File: config.mk
export PLATFORM = sky130hd
export DESIGN_NAME = xip_flash_arbiter_flat
export DESIGN_NICKNAME = d
export VERILOG_FILES = /design/src/rtl/xip_flash_arbiter_pkg.sv /design/src/rtl/xip_flash_arbiter_if.sv /design/src/rtl/xip_flash_arbiter_spi_shift.sv /design/src/rtl/xip_flash_arbiter.sv /design/src/flat_wrapper.sv
export SDC_FILE = /design/constraint.sdc
export NUM_CORES = 1
export LEC_CHECK = 0
export CORE_MARGIN = 2
export CORE_UTILIZATION = 50
export DETAILED_ROUTE_END_ITERATION = 10
export PLACE_DENSITY = 0.79
export SLEW_MARGIN = 20
export SYNTH_ARGS = -nofsm -noshare
export SYNTH_HDL_FRONTEND = slang
export SYNTH_SLANG_ARGS = --single-unit
File: constraint.sdc
create_clock -name clk -period 2.29 [get_ports clk]
set_input_delay 0.458 -clock clk [delete_from_list [all_inputs] [get_ports clk]]
set_output_delay 0.458 -clock clk [all_outputs]
set_load 0.005 [all_outputs]
File: src/rtl/xip_flash_arbiter_pkg.sv
// Shared constants, state type and helpers for the XIP flash arbiter.
// Optional build macro: XIP_FAST_READ_EN (fast-read command with a dummy phase).
package xip_pkg;

  localparam logic [7:0] XIP_CMD_READ      = 8'h03;
  localparam logic [7:0] XIP_CMD_FAST_READ = 8'h0B;

  localparam logic [6:0] XIP_CMD_BITS   = 7'd8;
  localparam logic [6:0] XIP_ADDR_BITS  = 7'd24;
  localparam logic [6:0] XIP_DATA_BITS  = 7'd32;
  localparam logic [6:0] XIP_DUMMY_BITS = 7'd8;

`ifdef XIP_FAST_READ_EN
  typedef enum logic [2:0] {
    ST_IDLE, ST_CMD, ST_ADDR, ST_DUMMY, ST_DATA, ST_DONE, ST_GAP
  } xip_state_t;
`else
  typedef enum logic [2:0] {
    ST_IDLE, ST_CMD, ST_ADDR, ST_DATA, ST_DONE, ST_GAP
  } xip_state_t;
`endif

  // Flash returns bytes in address order; the first byte received lands in
  // [31:24] of the shift register and belongs in [7:0] of the response.
  function automatic logic [31:0] xip_le_pack(input logic [31:0] w);
    return {w[7:0], w[15:8], w[23:16], w[31:24]};
  endfunction

endpackage

File: src/rtl/xip_flash_arbiter_if.sv
// Requester-side bus for the XIP flash arbiter: two read ports with a
// valid/ready request and a one-cycle response pulse.
interface xip_flash_arbiter_if;
  logic        req0_valid;
  logic        req0_ready;
  logic [23:0] req0_addr;
  logic        rsp0_valid;
  logic [31:0] rsp0_data;
  logic        req1_valid;
  logic        req1_ready;
  logic [23:0] req1_addr;
  logic        rsp1_valid;
  logic [31:0] rsp1_data;

  modport master (
    output req0_valid, req0_addr, req1_valid, req1_addr,
    input  req0_ready, rsp0_valid, rsp0_data,
    input  req1_ready, rsp1_valid, rsp1_data
  );

  modport slave (
    input  req0_valid, req0_addr, req1_valid, req1_addr,
    output req0_ready, rsp0_valid, rsp0_data,
    output req1_ready, rsp1_valid, rsp1_data
  );
endinterface

File: src/rtl/xip_flash_arbiter_spi_shift.sv
// SPI mode-0 bit engine: clock divider, xip_clk generation and a 32-bit
// shift register. Each start runs `width` SCK periods (low half, then high
// half, CLK_DIV cycles each). done is high in the final high cycle of the
// phase so the parent can chain the next phase with no idle cycle.
module xip_spi_shift #(
  parameter int CLK_DIV = 2
) (
  input  logic        clk,
  input  logic        rst,
  input  logic        start,
  input  logic [31:0] load,
  input  logic [6:0]  width,
  input  logic        sdi,
  output logic        done,
  output logic        sclk,
  output logic        sdo,
  output logic [31:0] shreg
);

  localparam int DW = $clog2(CLK_DIV + 1);
  localparam logic [DW-1:0] DIV_LOAD = DW'(CLK_DIV - 1);

  logic          busy_q;
  logic          half_q;
  logic [DW-1:0] div_q;
  logic [6:0]    bit_q;
  logic          sdi_q;
  logic [31:0]   sh_q;
  logic          div_tc;
  logic          first_high;
  logic          sdi_bit;

  assign div_tc     = (div_q == '0);
  assign first_high = half_q && (div_q == DIV_LOAD);
  // With CLK_DIV=1 the sample cycle is also the shift cycle, so use the pin.
  assign sdi_bit    = first_high ? sdi : sdi_q;
  assign done       = busy_q && half_q && div_tc && (bit_q == 7'd1);
  assign sclk       = half_q;
  // A zero-loaded register keeps sdo low through dummy and data phases.
  assign sdo        = busy_q & sh_q[31];
  assign shreg      = sh_q;

  // Divider, half-period toggle, sdi sampling on the rising cycle, and
  // shift-out on the falling transition so sdo only moves while sclk is low.
  always_ff @(posedge clk) begin
    if (rst) begin
      busy_q <= 1'b0;
      half_q <= 1'b0;
      div_q  <= '0;
      bit_q  <= '0;
      sdi_q  <= 1'b0;
      sh_q   <= '0;
    end else if (start) begin
      busy_q <= 1'b1;
      half_q <= 1'b0;
      div_q  <= DIV_LOAD;
      bit_q  <= width;
      sh_q   <= load;
    end else if (busy_q) begin
      if (first_high) sdi_q <= sdi;
      if (div_tc) begin
        div_q <= DIV_LOAD;
        if (!half_q) begin
          half_q <= 1'b1;
        end else begin
          half_q <= 1'b0;
          sh_q   <= {sh_q[30:0], sdi_bit};
          bit_q  <= bit_q - 7'd1;
          if (bit_q == 7'd1) busy_q <= 1'b0;
        end
      end else begin
        div_q <= div_q - DW'(1);
      end
    end
  end

endmodule

File: src/rtl/xip_flash_arbiter.sv
// Round-robin arbiter sharing one XIP SPI flash between an instruction-fetch
// port (0) and a data-read port (1); each grant runs a full 32-bit read.
// Optional build macro: XIP_FAST_READ_EN (command 0x0B plus 8 dummy clocks).
//
// state | meaning
// IDLE  | arbitrate, combinational ready to at most one port
// CMD   | shifting out the 8-bit read command
// ADDR  | shifting out the 24-bit word-aligned address
// DUMMY | 8 dummy clocks (fast-read build only)
// DATA  | shifting in 32 data bits, plus one trailing cycle with sclk low
// DONE  | response pulse to the granted port, chip select released
// GAP   | CS_GAP cycles of chip-select high time before the next grant
module xip_flash_arbiter #(
  parameter int CLK_DIV = 2,
  parameter int CS_GAP  = 2
) (
  input  logic                      clk,
  input  logic                      rst,
  xip_flash_arbiter_if.slave        bus,
  output logic                      xip_clk,
  output logic                      xip_cs_n,
  output logic                      xip_sdo,
  input  logic                      xip_sdi
);
  import xip_pkg::*;

`ifdef XIP_FAST_READ_EN
  localparam logic [7:0] CMD = XIP_CMD_FAST_READ;
`else
  localparam logic [7:0] CMD = XIP_CMD_READ;
`endif
  localparam logic [3:0] GAP_LOAD = 4'(CS_GAP - 1);

  xip_state_t  state_q, state_d;
  logic        rr_last_q;
  logic        grant_q;
  logic [23:0] addr_q;
  logic [23:0] sel_addr;
  logic [3:0]  gap_q;
  logic        tail_q;
  logic        cs_n_q;
  logic        rsp0_valid_q, rsp1_valid_q;
  logic [31:0] rsp0_data_q, rsp1_data_q;
  logic        rdy0, rdy1;
  logic        spi_start;
  logic [31:0] spi_load;
  logic [6:0]  spi_width;
  logic        spi_done;
  logic [31:0] spi_rx;

  xip_spi_shift #(.CLK_DIV(CLK_DIV)) u_shift (
    .clk   (clk),
    .rst   (rst),
    .start (spi_start),
    .load  (spi_load),
    .width (spi_width),
    .sdi   (xip_sdi),
    .done  (spi_done),
    .sclk  (xip_clk),
    .sdo   (xip_sdo),
    .shreg (spi_rx)
  );

  assign sel_addr       = rdy1 ? bus.req1_addr : bus.req0_addr;
  assign bus.req0_ready = rdy0;
  assign bus.req1_ready = rdy1;
  assign bus.rsp0_valid = rsp0_valid_q;
  assign bus.rsp1_valid = rsp1_valid_q;
  assign bus.rsp0_data  = rsp0_data_q;
  assign bus.rsp1_data  = rsp1_data_q;
  assign xip_cs_n       = cs_n_q;

  // Next-state, grant and phase-chaining decode.
  always_comb begin
    state_d   = state_q;
    rdy0      = 1'b0;
    rdy1      = 1'b0;
    spi_start = 1'b0;
    spi_load  = '0;
    spi_width = XIP_CMD_BITS;
    case (state_q)
      ST_IDLE: begin
        if (!rst) begin
          rdy0 = bus.req0_valid && (!bus.req1_valid || rr_last_q);
          rdy1 = bus.req1_valid && (!bus.req0_valid || !rr_last_q);
        end
        if (rdy0 || rdy1) begin
          spi_start = 1'b1;
          spi_load  = {CMD, 24'h000000};
          spi_width = XIP_CMD_BITS;
          state_d   = ST_CMD;
        end
      end
      ST_CMD: begin
        if (spi_done) begin
          spi_start = 1'b1;
          spi_load  = {addr_q, 8'h00};
          spi_width = XIP_ADDR_BITS;
          state_d   = ST_ADDR;
        end
      end
      ST_ADDR: begin
        if (spi_done) begin
          spi_start = 1'b1;
`ifdef XIP_FAST_READ_EN
          spi_width = XIP_DUMMY_BITS;
          state_d   = ST_DUMMY;
`else
          spi_width = XIP_DATA_BITS;
          state_d   = ST_DATA;
`endif
        end
      end
`ifdef XIP_FAST_READ_EN
      ST_DUMMY: begin
        if (spi_done) begin
          spi_start = 1'b1;
          spi_width = XIP_DATA_BITS;
          state_d   = ST_DATA;
        end
      end
`endif
      ST_DATA: begin
        if (tail_q) state_d = ST_DONE;
      end
      ST_DONE: state_d = ST_GAP;
      ST_GAP: begin
        if (gap_q == 4'd0) state_d = ST_IDLE;
      end
      default: state_d = ST_IDLE;
    endcase
  end

  // State register, round-robin pointer, chip select, gap timer and responses.
  always_ff @(posedge clk) begin
    if (rst) begin
      state_q      <= ST_IDLE;
      rr_last_q    <= 1'b1;
      grant_q      <= 1'b0;
      addr_q       <= '0;
      gap_q        <= '0;
      tail_q       <= 1'b0;
      cs_n_q       <= 1'b1;
      rsp0_valid_q <= 1'b0;
      rsp1_valid_q <= 1'b0;
      rsp0_data_q  <= '0;
      rsp1_data_q  <= '0;
    end else begin
      state_q <= state_d;
      if (rdy0 || rdy1) begin
        grant_q   <= rdy1;
        rr_last_q <= rdy1;
        addr_q    <= sel_addr & 24'hFFFFFC;
      end
      tail_q <= (state_q == ST_DATA) && spi_done;
      if (state_q == ST_DONE)
        gap_q <= GAP_LOAD;
      else if (state_q == ST_GAP && gap_q != 4'd0)
        gap_q <= gap_q - 4'd1;
      cs_n_q <= (state_d == ST_IDLE) || (state_d == ST_DONE) || (state_d == ST_GAP);
      rsp0_valid_q <= tail_q && !grant_q;
      rsp1_valid_q <= tail_q && grant_q;
      if (tail_q && !grant_q) rsp0_data_q <= xip_le_pack(spi_rx);
      if (tail_q && grant_q)  rsp1_data_q <= xip_le_pack(spi_rx);
    end
  end

endmodule
File: src/flat_wrapper.sv
// flat-port wrapper written by rule: the top's interface ports become plain ports
module xip_flash_arbiter_flat import xip_pkg::*;
#(
  parameter int CLK_DIV = 2,
  parameter int CS_GAP  = 2
)
  (clk, rst, xip_clk, xip_cs_n, xip_sdo, xip_sdi, bus_req0_valid, bus_req0_addr, bus_req1_valid, bus_req1_addr, bus_req0_ready, bus_rsp0_valid, bus_rsp0_data, bus_req1_ready, bus_rsp1_valid, bus_rsp1_data);
  xip_flash_arbiter_if bus_i ();
  input  logic clk;
  input  logic rst;
  output logic xip_clk;
  output logic xip_cs_n;
  output logic xip_sdo;
  input  logic xip_sdi;
  input wire logic [$bits(bus_i.req0_valid)-1:0] bus_req0_valid;
  input wire logic [$bits(bus_i.req0_addr)-1:0] bus_req0_addr;
  input wire logic [$bits(bus_i.req1_valid)-1:0] bus_req1_valid;
  input wire logic [$bits(bus_i.req1_addr)-1:0] bus_req1_addr;
  output wire logic [$bits(bus_i.req0_ready)-1:0] bus_req0_ready;
  output wire logic [$bits(bus_i.rsp0_valid)-1:0] bus_rsp0_valid;
  output wire logic [$bits(bus_i.rsp0_data)-1:0] bus_rsp0_data;
  output wire logic [$bits(bus_i.req1_ready)-1:0] bus_req1_ready;
  output wire logic [$bits(bus_i.rsp1_valid)-1:0] bus_rsp1_valid;
  output wire logic [$bits(bus_i.rsp1_data)-1:0] bus_rsp1_data;
  assign bus_i.req0_valid = bus_req0_valid;
  assign bus_i.req0_addr = bus_req0_addr;
  assign bus_i.req1_valid = bus_req1_valid;
  assign bus_i.req1_addr = bus_req1_addr;
  assign bus_req0_ready = bus_i.req0_ready;
  assign bus_rsp0_valid = bus_i.rsp0_valid;
  assign bus_rsp0_data = bus_i.rsp0_data;
  assign bus_req1_ready = bus_i.req1_ready;
  assign bus_rsp1_valid = bus_i.rsp1_valid;
  assign bus_rsp1_data = bus_i.rsp1_data;
  xip_flash_arbiter #(.CLK_DIV(CLK_DIV), .CS_GAP(CS_GAP)) u_core (.clk(clk), .rst(rst), .bus(bus_i), .xip_clk(xip_clk), .xip_cs_n(xip_cs_n), .xip_sdo(xip_sdo), .xip_sdi(xip_sdi));
endmodule
## Yosys cells after proc, flatten, opt, wreduce, memory -nomap -nowiden

Index checks and enable logic that the tools add are counted.

| cells by class | value |
|---|---|
| add/subtract/negate cells | 3 |
| multipliers | 0 |
| div/mod/pow operators | 0 |
| $lt $le $gt $ge | 0 |
| equality and inequality tests | 9 |
| shifts and indexed selects | 0 |
| muxes and demuxes | 42 |
| bitwise operators | 2 |
| reduce and logical (&&, ||, !) cells | 35 |

Operators by type and width:

| operator | number |
|---|---|
| $mux 32 | 5 |
| $pmux 32 s2 | 1 |
| $mux 7 | 4 |
| $mux 26 | 1 |
| $mux 24 | 1 |
| $mux 1 | 19 |
| $pmux 3 s6 | 1 |
| $mux 3 | 5 |
| $pmux 7 s2 | 1 |
| $eq 3x3->1 const B | 4 |
| $logic_and 1x1->1 | 10 |
| $reduce_bool 2->1 | 4 |
| $eq 7x1->1 const B | 1 |
| $sub 7x1->7 const B | 1 |
| $eq 3x2->1 const B | 2 |
| $logic_not 3->1 | 2 |
| $logic_or 1x1->1 | 6 |
| $mux 6 | 1 |
| $reduce_or 2->1 | 3 |
| $mux 5 | 1 |
| $logic_not 1->1 | 4 |
| $logic_not 4->1 | 1 |
| $reduce_and 2->1 | 2 |
| $reduce_bool 4->1 | 1 |
| 10 further kinds | 10 |

| storage, ports and cells | value |
|---|---|
| flip-flop bits (word level) | 143 |
| latch bits | 0 |
| memory bits (writable) | 0 |
| ROM bits | 0 |
| input port bits | 53 |
| output and inout port bits | 71 |
| logic and storage cells | 110 |
| memories | 0 |

## Longest topological paths before layout

Gate-level depths: netlist (run 1).

| depth | value |
|---|---|
| depth in word-level cells | 11 |
| mapped depth | 8 |
| mapped depth without buffers | 7 |

## Hierarchy

From an unflattened synthesis (run 1), not the netlist that was laid out.

| second synthesis, totals | value |
|---|---|
| cell total of the unflattened synthesis | 767 |
| area total of the unflattened synthesis | 6178.4 um^2 |

By module, submodules not included:

| module | instances | cells each | area each (um^2) | seq. area each (um^2) |
|---|---|---|---|---|
| xip_flash_arbiter | 1 | 515 | 4177.8 | 1981.9 |
| xip_spi_shift | 1 | 252 | 2000.7 | 880.8 |

## Worst setup path after synthesis (run 1)

Ideal clock, no wire load.

| path | value |
|---|---|
| path kind | input-to-reg |
| start | input port rst |
| end | register u_core.addr_q[10] |
| setup time | 0.070 ns |
| arrival time | 1.575 ns |
| data required time | 2.220 ns |
| path slack | 0.645 ns |
| stages on the path | 7 |
| path buffers | 3 |
| cell sequence | buf_2 > nor4_4 > and2_1 > buf_2 > buf_2 > o21ai_0 > a21oi_1 |

| between the ends | value |
|---|---|
| word-level cells in the longest chain between the ends | 4 |
| elaborated cells on any way between the ends | 8 |
| those cells by class | 7 x mux; 1 x reduce/logical |

Ends and longest elaborated chain:

| what | RTL line | RTL |
|---|---|---|
| start: declaration | flat_wrapper.sv:10 | `input logic rst;` |
| $mux 1 | xip_flash_arbiter.sv:83 | `if (!rst) begin` |
| $mux 1 (2 in a row) | xip_flash_arbiter.sv:81 | `case (state_q)` |
| $mux 24 / $logic_or 1x1->1 (equally long branches) | xip_flash_arbiter.sv:64, xip_flash_arbiter.sv:150 |  |
| end signal: assignment | xip_flash_arbiter.sv:153 | `addr_q <= sel_addr & 24'hFFFFFC;` |
| end: declaration | xip_flash_arbiter.sv:37 | `logic [23:0] addr_q;` |

Several ways; a longest one is shown, not always the timed one. The select of a mux whose other input is x is not followed.
A chain may end at the register's enable or synchronous reset.

## Worst setup path in the final report (run 1)

| path | value |
|---|---|
| start | register u_core.state_q[1] |
| end | output port bus_req0_ready |

| between the ends | value |
|---|---|
| word-level cells in the longest chain between the ends | 2 |

Ends and longest elaborated chain:

| what | RTL line | RTL |
|---|---|---|
| start: declaration | xip_flash_arbiter.sv:34 | `xip_state_t state_q, state_d;` |
| start signal: assignment | xip_flash_arbiter.sv:149 | `state_q <= state_d;` |
| $logic_not 3->1 | xip_flash_arbiter.sv:81 |  |
| $mux 1 | xip_flash_arbiter.sv:81 |  |
| end: declaration | flat_wrapper.sv:19 | `output wire logic [$bits(bus_i.req0_ready)-1:0] bus_req0_ready;` |

Every way passes these cells.

==> results of run 1 <==
-- how the worst max path moves through the flow --
| stage | start | to | cells past startpoint |
|---|---|---|---|
| after CTS | u_core.state_q[1] | bus_req1_ready | 4 |
| after floorplan | rst | u_core.addr_q[10] | 7 |
| after global routing | u_core.state_q[1] | bus_req0_ready | 4 |
| after global placement | bus_req0_valid | bus_req1_ready | 5 |
| after detailed placement | bus_req1_valid | bus_req1_ready | 4 |
| final | u_core.state_q[1] | bus_req0_ready | 4 |
-- cells in the final DEF (no fill, tap or decap), types with 2 or more instances in the layout --
cell,count
dfxtp_1,143
a21oi_1,109
clkbuf_8,5
nor2_4,2
ha_1,3
nor2_2,2
nand4bb_1,2
o22ai_1,23
o31ai_1,3
o21ai_1,16
nand2_1,185
and2_1,3
clkbuf_16,16
and3_1,6
clkinv_2,2
nor4_1,2
nor2_1,24
xnor2_1,5
clkdlybuf4s50_1,118
xor2_1,4
nor3_1,3
inv_1,10
buf_4,23
bufinv_16,2
a22oi_1,20
a221oi_1,2
nor3b_1,3
a211oi_1,4
mux2i_1,2
nand3_1,4
nor2b_1,2
clkinvlp_4,4
o21ai_0,33
-- cells by family after synthesis --
family                     synth area share, %
muxes                                    0.359
AOI/OAI and AO/OA                         21.9
and+or+nand+nor                           19.6
DFF                                       51.4
xor gates and xnor gates                  1.41
adders and majority gates                0.674
buffers and inverters                     4.67
-- critical path, cell delays in order, from the launching register on --
cell and delay (ns):
dfxtp_1 0.33, nor2_4 0.15, nand2_2 0.11, nor2_2 0.15, clkdlybuf4s50_1 0.52
-- area by class of cell --
cell class	count	area (sq um)
repair buffers	142	1360
clock inverters	9	109
fillers	869	3350
inverters	10	37.5
multi-input cells	482	2470
well taps	140	175
flip-flops and latches	143	2860
clock buffers	21	469
-- metrics by stage --
| stage | hold WS, ns | power (mW) |
|---|---|---|
| after CTS | 0.308 | 5.68 |
| final | 0.320 | 5.67 |
| after detailed placement | 0.442 | 3.06 |
| after global routing | 0.343 | 5.84 |
| after global placement | 0.440 | 3.04 |
| after floorplan | 0.420 | 2.88 |
-- registers in the layout, summed over array words and instances, names as in the netlist --
name                   flops
u_core.addr_q             22
u_core.bus.rsp0_data      32
u_core.bus.rsp0_valid      1
u_core.bus.rsp1_data      32
u_core.bus.rsp1_valid      1
u_core.gap_q               4
u_core.grant_q             1
u_core.rr_last_q           1
u_core.state_q             3
u_core.tail_q              1
u_core.u_shift.bit_q       7
u_core.u_shift.busy_q      1
u_core.u_shift.div_q       2
u_core.u_shift.sclk        1
u_core.u_shift.sdi_q       1
u_core.u_shift.shreg      32
u_core.xip_cs_n            1
-- layer usage --
layer | wire, um | global-route usage, %
met1 | 6400 | 32.4
met2 | 6940 | 40.4
met3 | 1060 | 4.92
met4 | 195 | 8.77
met5 | 0 | 0
-- what timing repair did --
action / 4_1_cts / 5_1_grt
resized for setup: 4 / 3
endpoints found under the setup margin: 2 / 2
hold endpoints to repair: 0 / 0
gates cloned: 0 / 0
-- power by group through the flow --
stage / combinational, mW / clock, mW / sequential [mW]
global route: 0.453 / 2.78 / 2.61
finish: 0.413 / 2.65 / 2.61
global placement: 0.388 / 0 / 2.65
CTS: 0.407 / 2.67 / 2.60
detailed placement: 0.401 / 0 / 2.65
floorplan: 0.237 / 0 / 2.64
==> results.sh, run 1 <==
export IMPL_synth_area_sq_um=5570
export IMPL_drt_iter0_drc=371
export IMPL_die_area_sq_um=12000
export IMPL_setup_viol=0
export IMPL_syn_num_nets=743
export IMPL_period_needed_ns=2.24
export IMPL_worst_pin_slew_ns=0.798
export IMPL_leakage_nw=2.55
export IMPL_overflow=0
export IMPL_synthArstFlopShare_pct=0
export IMPL_status="complete, no violations"
export IMPL_yosys_most_used_dff="dfxtp_1"
export IMPL_post_cts_buffers=0
export IMPL_die_w_um=110
export IMPL_p_sw_share_pct=22.4
export IMPL_nets=852
export IMPL_clock_skew_ns=0.0101
export IMPL_maxSlewHeadroom_pct=46.8
export IMPL_peakVddDrop_mv=0.412
export IMPL_postRouteAntennaNets=0
export IMPL_yosys_area_top_type_share_pct=51.4
export IMPL_reg2regPathDepth=5
export IMPL_sequentialPowerShare_pct=46.0
export IMPL_final_setup_tns_ns=0
export IMPL_hold_viol=0
export IMPL_rows=38
export IMPL_yosysMostFrequentCell="nand2_1"
export IMPL_holdPathEnd="u_core.state_q[0]"
export IMPL_final_util_pct=69.1
export IMPL_drt_total_wl_um=14600
export IMPL_synth_area_leader_cell="dfxtp_1"
export IMPL_dp_cells=917
export IMPL_worstSkewPairLatency_ns=0.52
export IMPL_viasPerCell=5.58
export IMPL_fin_ws_ns=0.0526
export IMPL_worstSetupEndpointType="output pin"
export IMPL_power_density_nw_per_um2=757
export IMPL_grt_pass1_wl_um=23300
export IMPL_ys_ff_latch=143
export IMPL_first_pass_iters=6
export IMPL_ys_types=47
export IMPL_critical_path_class="reg2out"
export IMPL_reg2reg_to="u_core.u_shift.div_q[1]"
export IMPL_crit_fanout=4
export IMPL_grt_max_degree=79
export IMPL_gp_congestion=0.870
export IMPL_layout_cells_non_filler=947
export IMPL_antenna_found_initial=0
export IMPL_combPwrFrac_pct=7.3
export IMPL_pin_count=124
export IMPL_period_share_pct=97.7
export IMPL_start_kind="register"
export IMPL_holdCritStartpoint="rst"
export IMPL_hold_path_class="in2reg"
export IMPL_ff2ff_setup_slack_ns=0.37
export IMPL_synth_edff_count=0
export IMPL_rr_startpoint="u_core.u_shift.bit_q[0]"
export IMPL_clkSlewWorstSetupHoldPaths_ns=0.06
export IMPL_pre_cts_ws_ns=0.121
export IMPL_cts_buffer_depth=2
export IMPL_rsz0062_at_grt="no"
export IMPL_drc=0
export IMPL_vias=5283
export IMPL_avgSynthCellArea_sq_um=8.11
export IMPL_cts_tree="built"
export IMPL_die_h_um=110
export IMPL_whs_path_depth=4
export IMPL_maxCapViolCount=0
export IMPL_arrival_ns=1.78
export IMPL_placed_area_sq_um=6890
export IMPL_fmax_mhz=447
export IMPL_antenna_cells=0
export IMPL_synth_area_top_cells="dfxtp_1, nand2_1, a21oi_1"
export IMPL_cts_hold_buf=0
export IMPL_required_ns=1.83
export IMPL_grt_usage_pct=24.7
export IMPL_initial_utilization_pct=51.4
export IMPL_cts_sinks=143
export IMPL_hpwl_um=9960
export IMPL_htree_levels=4
export IMPL_core_area_sq_um=10800
export IMPL_cts_root_buf="clkbuf_8"
export IMPL_internal_power_mw=4.40
export IMPL_drive_gt1_share_pct=8.30
export IMPL_grt_pass1_vias=4931
export IMPL_numCtsBuffers=17
export IMPL_maxSlewViolCount=0
export IMPL_syn2layout_area_growth_pct=34.4
export IMPL_net_switching_power_mw=1.27
export IMPL_ys_warn_count=0
export IMPL_stdcell_area_sq_um=7490
export IMPL_synthCells=687
export IMPL_ys_seq_area_share_pct=51.4
export IMPL_avgRoutedWirePerCell_um=15.4
export IMPL_clkPwrFrac_pct=46.7
export IMPL_port_buffers=119
export IMPL_synth_common_cells="nand2_1, dfxtp_1, a21oi_1, clkbuf_1, o21ai_0"
Power figures use the tool's default switching activity.
==> run 2, diff against run 1 <==
--- a/config.mk
+++ b/config.mk
@@ -7,6 +7,7 @@
 export LEC_CHECK = 0
 export CORE_MARGIN = 2
 export CORE_UTILIZATION = 50
+export CTS_BUF_LIST = sky130_fd_sc_hd__clkbuf_8
 export DETAILED_ROUTE_END_ITERATION = 10
 export PLACE_DENSITY = 0.79
 export SLEW_MARGIN = 20
==> results.sh, run 2 (synthesized netlist as in run 1, its figures left out) <==
export IMPL_rr_startpoint="u_core.u_shift.bit_q[0]"
export IMPL_gp_congestion=0.870
export IMPL_clkSlewWorstSetupHoldPaths_ns=0.07
export IMPL_setup_viol=0
export IMPL_worst_pin_slew_ns=0.793
export IMPL_sequentialPowerShare_pct=52.1
export IMPL_first_pass_iters=5
export IMPL_arrival_ns=1.75
export IMPL_power_density_nw_per_um2=684
export IMPL_period_needed_ns=2.21
export IMPL_drive_gt1_share_pct=8.30
export IMPL_rows=38
export IMPL_hold_viol=0
export IMPL_net_switching_power_mw=1.18
export IMPL_avgRoutedWirePerCell_um=15.3
export IMPL_cts_sinks=143
export IMPL_cp_slowest_cell="clkdlybuf4s50_1"
export IMPL_numCtsBuffers=17
export IMPL_critical_path_class="reg2out"
export IMPL_drt_iter0_drc=471
export IMPL_syn2layout_area_growth_pct=30.9
export IMPL_worstPathCellList="nor2_2 > nand2_2 > nor2_2 > clkdlybuf4s50_1"
export IMPL_hold_path_class="in2reg"
export IMPL_grt_pass1_wl_um=22800
export IMPL_cpMostUsedCell="nor2_2"
export IMPL_startpoint="u_core.state_q[1]"
export IMPL_grt_pass1_vias=4897
export IMPL_final_util_pct=67.3
export IMPL_initial_utilization_pct=51.4
export IMPL_die_h_um=110
export IMPL_p_sw_share_pct=23.7
export IMPL_overflow=0
export IMPL_vias=5297
export IMPL_period_share_pct=96.6
export IMPL_nets=852
export IMPL_crit_fanout=4
export IMPL_die_area_sq_um=12000
export IMPL_final_setup_tns_ns=0
export IMPL_fmax_mhz=452
export IMPL_post_cts_buffers=0
export IMPL_rsz0062_at_grt="no"
export IMPL_worstSetupEndpointType="output pin"
export IMPL_clock_skew_ns=0.00935
export IMPL_cp_top_family="buffers and inverters"
export IMPL_postRouteAntennaNets=0
export IMPL_maxCapViolCount=0
export IMPL_combPwrFrac_pct=8.3
export IMPL_maxSlewHeadroom_pct=47.1
export IMPL_crit_buf_inv=1
export IMPL_final_common_cell="nand2_1"
export IMPL_die_w_um=110
export IMPL_grt_max_degree=79
export IMPL_power_mw=4.99
export IMPL_cpPeakStageDelay_ns=0.51
export IMPL_holdCritStartpoint="rst"
export IMPL_drc=0
export IMPL_drt_total_wl_um=14400
export IMPL_port_buffers=119
export IMPL_clkPwrFrac_pct=39.6
export IMPL_viasPerCell=5.59
export IMPL_hpwl_um=9960
export IMPL_cts_tree="built"
export IMPL_internal_power_mw=3.81
export IMPL_leakage_nw=2.46
export IMPL_antenna_cells=0
export IMPL_grt_usage_pct=24.3
export IMPL_cts_hold_buf=0
export IMPL_layout_common_cells="nand2_1, dfxtp_1, clkdlybuf4s50_1, a21oi_1, o21ai_0"
export IMPL_maxSlewViolCount=0
export IMPL_cts_root_buf="clkbuf_8"
export IMPL_pin_count=124
export IMPL_start_kind="register"
export IMPL_antenna_found_initial=0
export IMPL_peakVddDrop_mv=0.367
export IMPL_cts_buffer_depth=2
export IMPL_required_ns=1.83
export IMPL_htree_levels=4
export IMPL_worstSkewPairLatency_ns=0.44
export IMPL_status="complete, no violations"
export IMPL_core_area_sq_um=10800
run 2: cell count changes in the layout (fill, tap and decap cells not counted):
cell       delta
clkbuf_16    -16
clkbuf_8     +16
nor2_2        +2
nor2_4        -2
run 2: stage by stage:
| step | hold slack, ns | setup WS (ns) | std cells | instance area, sq um |
|---|---|---|---|---|
| after floorplan | 0.420 | 0.645 | 687 | 5570 |
| after CTS | 0.397 | 0.0441 | 947 | 7290 |
| after global routing | 0.398 | 0.00538 | 947 | 7300 |
| final | 0.409 | 0.0773 | 947 | 7300 |
| after global placement | 0.440 | 0.142 | 917 | 6890 |
| after detailed placement | 0.442 | 0.121 | 917 | 6890 |
run 2: path summary, 6_finish.rpt:
kind | end | slack [ns] | cells past startpoint
worst max register to register | u_core.u_shift.div_q[1] | 0.35 | 5
worst min register to register | u_core.u_shift.shreg[18] | 0.45 | 2
worst min-delay path | u_core.state_q[0] | 0.41 | 4
worst max-delay path | bus_req0_ready | 0.08 | 4
run 2: per-layer routing:
metal	vias up	wire (um)	track usage (%)	part of all wire, %
met5	-	0	0	0
met4	0	311	9.31	2.2
met3	31	1090	5.28	7.5
met2	236	6730	39.3	47
met1	2455	6320	31.8	44
li1	2575	-	-	-
run 2: layout make-up:
type | instances | area [sq um]
fillers | 906 | 3540
well taps | 140 | 175
clock buffers | 21 | 289
multi-input cells | 482 | 2460
repair buffers | 142 | 1360
inverters | 10 | 37.5
flip-flops and latches | 143 | 2860
clock inverters | 9 | 109
run 2: worst register-to-register path: cells and delay by family, from the launching register on:
| family | cells | cell delay [ns] |
|---|---|---|
| DFF | 1 | 0.39 |
| and+or+nand+nor | 3 | 0.78 |
| adders and majority gates | 1 | 0.17 |
| AOI/OAI and AO/OA | 1 | 0.47 |
run 2: power groups by stage:
stage / Sequential (mW) / Clock (mW) / Combinational, mW
after floorplan: 2.64 / 0 / 0.237
after global placement: 2.65 / 0 / 0.388
after detailed placement: 2.65 / 0 / 0.401
after CTS: 2.60 / 1.99 / 0.406
after global routing: 2.61 / 2.10 / 0.450
final: 2.60 / 1.98 / 0.413
run 2: what timing repair did:
item	4_1_cts	5_1_grt
pin swaps	0	0
gates resized for setup	1	4
endpoints found under the setup margin	2	2
==> run 3, diff against run 2 <==
--- a/config.mk
+++ b/config.mk
@@ -8,8 +8,10 @@
 export CORE_MARGIN = 2
 export CORE_UTILIZATION = 50
 export CTS_BUF_LIST = sky130_fd_sc_hd__clkbuf_8
+export CTS_CLUSTER_SIZE = 16
 export DETAILED_ROUTE_END_ITERATION = 10
 export PLACE_DENSITY = 0.79
+export REMOVE_ABC_BUFFERS = 1
 export SLEW_MARGIN = 20
 export SYNTH_ARGS = -nofsm -noshare
 export SYNTH_HDL_FRONTEND = slang
==> results.sh, run 3 (synthesized netlist as in run 1, its figures left out) <==
export IMPL_status="complete, no violations"
export IMPL_maxSlewViolCount=0
export IMPL_placed_area_sq_um=6900
export IMPL_grt_pass1_wl_um=24100
export IMPL_cp_top_family="buffers and inverters"
export IMPL_first_pass_iters=5
export IMPL_grt_max_degree=80
export IMPL_clkSlewWorstSetupHoldPaths_ns=0.09
export IMPL_core_area_sq_um=10800
export IMPL_cts_hold_buf=0
export IMPL_overflow=0
export IMPL_worst_pin_slew_ns=0.823
export IMPL_power_density_nw_per_um2=703
export IMPL_numCtsBuffers=17
export IMPL_hold_viol=0
export IMPL_worstSetupEndpointType="output pin"
export IMPL_crit_buf_inv=1
export IMPL_leakage_nw=2.48
export IMPL_cp_slowest_cell="clkdlybuf4s50_1"
export IMPL_hold_path_class="in2reg"
export IMPL_fin_ws_ns=0.0843
export IMPL_clock_skew_ns=0.0115
export IMPL_final_common_cell="nand2_1"
export IMPL_crit_fanout=7
export IMPL_cpMostUsedCell="nor2_2"
export IMPL_arrival_ns=1.75
export IMPL_htree_levels=4
export IMPL_vias=5332
export IMPL_hpwl_um=9720
export IMPL_final_setup_tns_ns=0
export IMPL_syn2layout_area_growth_pct=32.1
export IMPL_dp_cells=915
export IMPL_holdWs_ns=0.400
export IMPL_drc=0
export IMPL_nets=851
export IMPL_required_ns=1.83
export IMPL_period_needed_ns=2.21
export IMPL_grt_pass1_vias=5073
export IMPL_pin_count=124
export IMPL_pre_cts_ws_ns=0.0897
export IMPL_rows=38
export IMPL_drt_iter0_drc=404
export IMPL_grt_usage_pct=26.0
export IMPL_start_kind="register"
export IMPL_cpPeakStageDelay_ns=0.52
export IMPL_maxCapViolCount=0
export IMPL_layout_common_cells="nand2_1, dfxtp_1, clkdlybuf4s50_1, a21oi_1, o21ai_0"
export IMPL_final_util_pct=67.9
export IMPL_peakVddDrop_mv=0.405
export IMPL_cts_buffer_depth=2
export IMPL_stdcell_area_sq_um=7360
export IMPL_power_mw=5.18
export IMPL_postRouteAntennaNets=0
export IMPL_drive_gt1_share_pct=8.91
export IMPL_drt_total_wl_um=15000
export IMPL_avgRoutedWirePerCell_um=15.8
export IMPL_die_h_um=110
export IMPL_worstPathCellList="nor2_2 > nand2_2 > nor2_2 > clkdlybuf4s50_1"
export IMPL_cts_root_buf="clkbuf_8"
export IMPL_viasPerCell=5.62
export IMPL_die_w_um=110
export IMPL_antenna_cells=0
export IMPL_antenna_found_initial=0
export IMPL_layout_cells_non_filler=948
export IMPL_worstSkewPairLatency_ns=0.45
export IMPL_cts_sinks=143
export IMPL_setup_viol=0
export IMPL_period_share_pct=96.3
export IMPL_fmax_mhz=453
export IMPL_initial_utilization_pct=51.4
export IMPL_maxSlewHeadroom_pct=45.1
export IMPL_die_area_sq_um=12000
export IMPL_critical_path_class="reg2out"
export IMPL_cts_tree="built"
export IMPL_port_buffers=119
export IMPL_gp_congestion=0.848
==> run 3: changes by cell type in the layout (fill, tap and decap cells not counted), moves of 2 or more <==
cell	previous run	this run
clkinv_4	0	2
clkinv_2	2	0
clkbuf_8	21	18
buf_4	23	21
o21ai_1	16	14
o21ai_2	0	2
inv_8	0	2
==> run 3: layout make-up <==
cell class	count	area, sq um
Fill cell	915	3480
Sequential cell	143	2860
Multi-Input combinational cell	482	2490
Timing Repair Buffer	141	1360
Clock buffer	18	248
Clock inverter	14	181
Tap cell	140	175
Inverter	10	37.5
==> run 3: final timing paths <==
| kind | startpoint | endpoint | slack [ns] | cells after the start |
|---|---|---|---|---|
| setup / recovery | u_core.state_q[1] | bus_req0_ready | 0.08 | 4 |
| hold / removal | rst | u_core.state_q[0] | 0.40 | 4 |
| setup reg to reg | u_core.u_shift.bit_q[1] | u_core.u_shift.shreg[27] | 0.23 | 8 |
| hold reg to reg | u_core.addr_q[11] | u_core.u_shift.shreg[19] | 0.45 | 2 |
==> run 3: tightest hold or removal path, cell delays in order <==
cell	delay, ns
buf_2	0.13
nor2_2	0.08
o21ai_0	0.07
o31ai_1	0.07
==> run 3: what timing repair did <==
action,CTS,global route
gates cloned,0,0
endpoints found under the setup margin,2,2
setup buffers,1,0
pin swaps,1,0
gates resized for setup,1,5
==> run 3: per-layer routing <==
layer	track usage, %	routed length, um	part of all wire [%]
met1	32.5	6240	42
met4	9.58	230	1.5
met5	0	0	0
met3	6.28	1170	7.8
met2	43.7	7320	49
==> run 3: where the power goes <==
group          switching (mW)  leakage (nW)  internal [mW]  total, mW
Combinational           0.232          1.11          0.202      0.434
Clock                    1.02         0.207           1.12       2.14
Sequential             0.0520          1.16           2.55       2.60
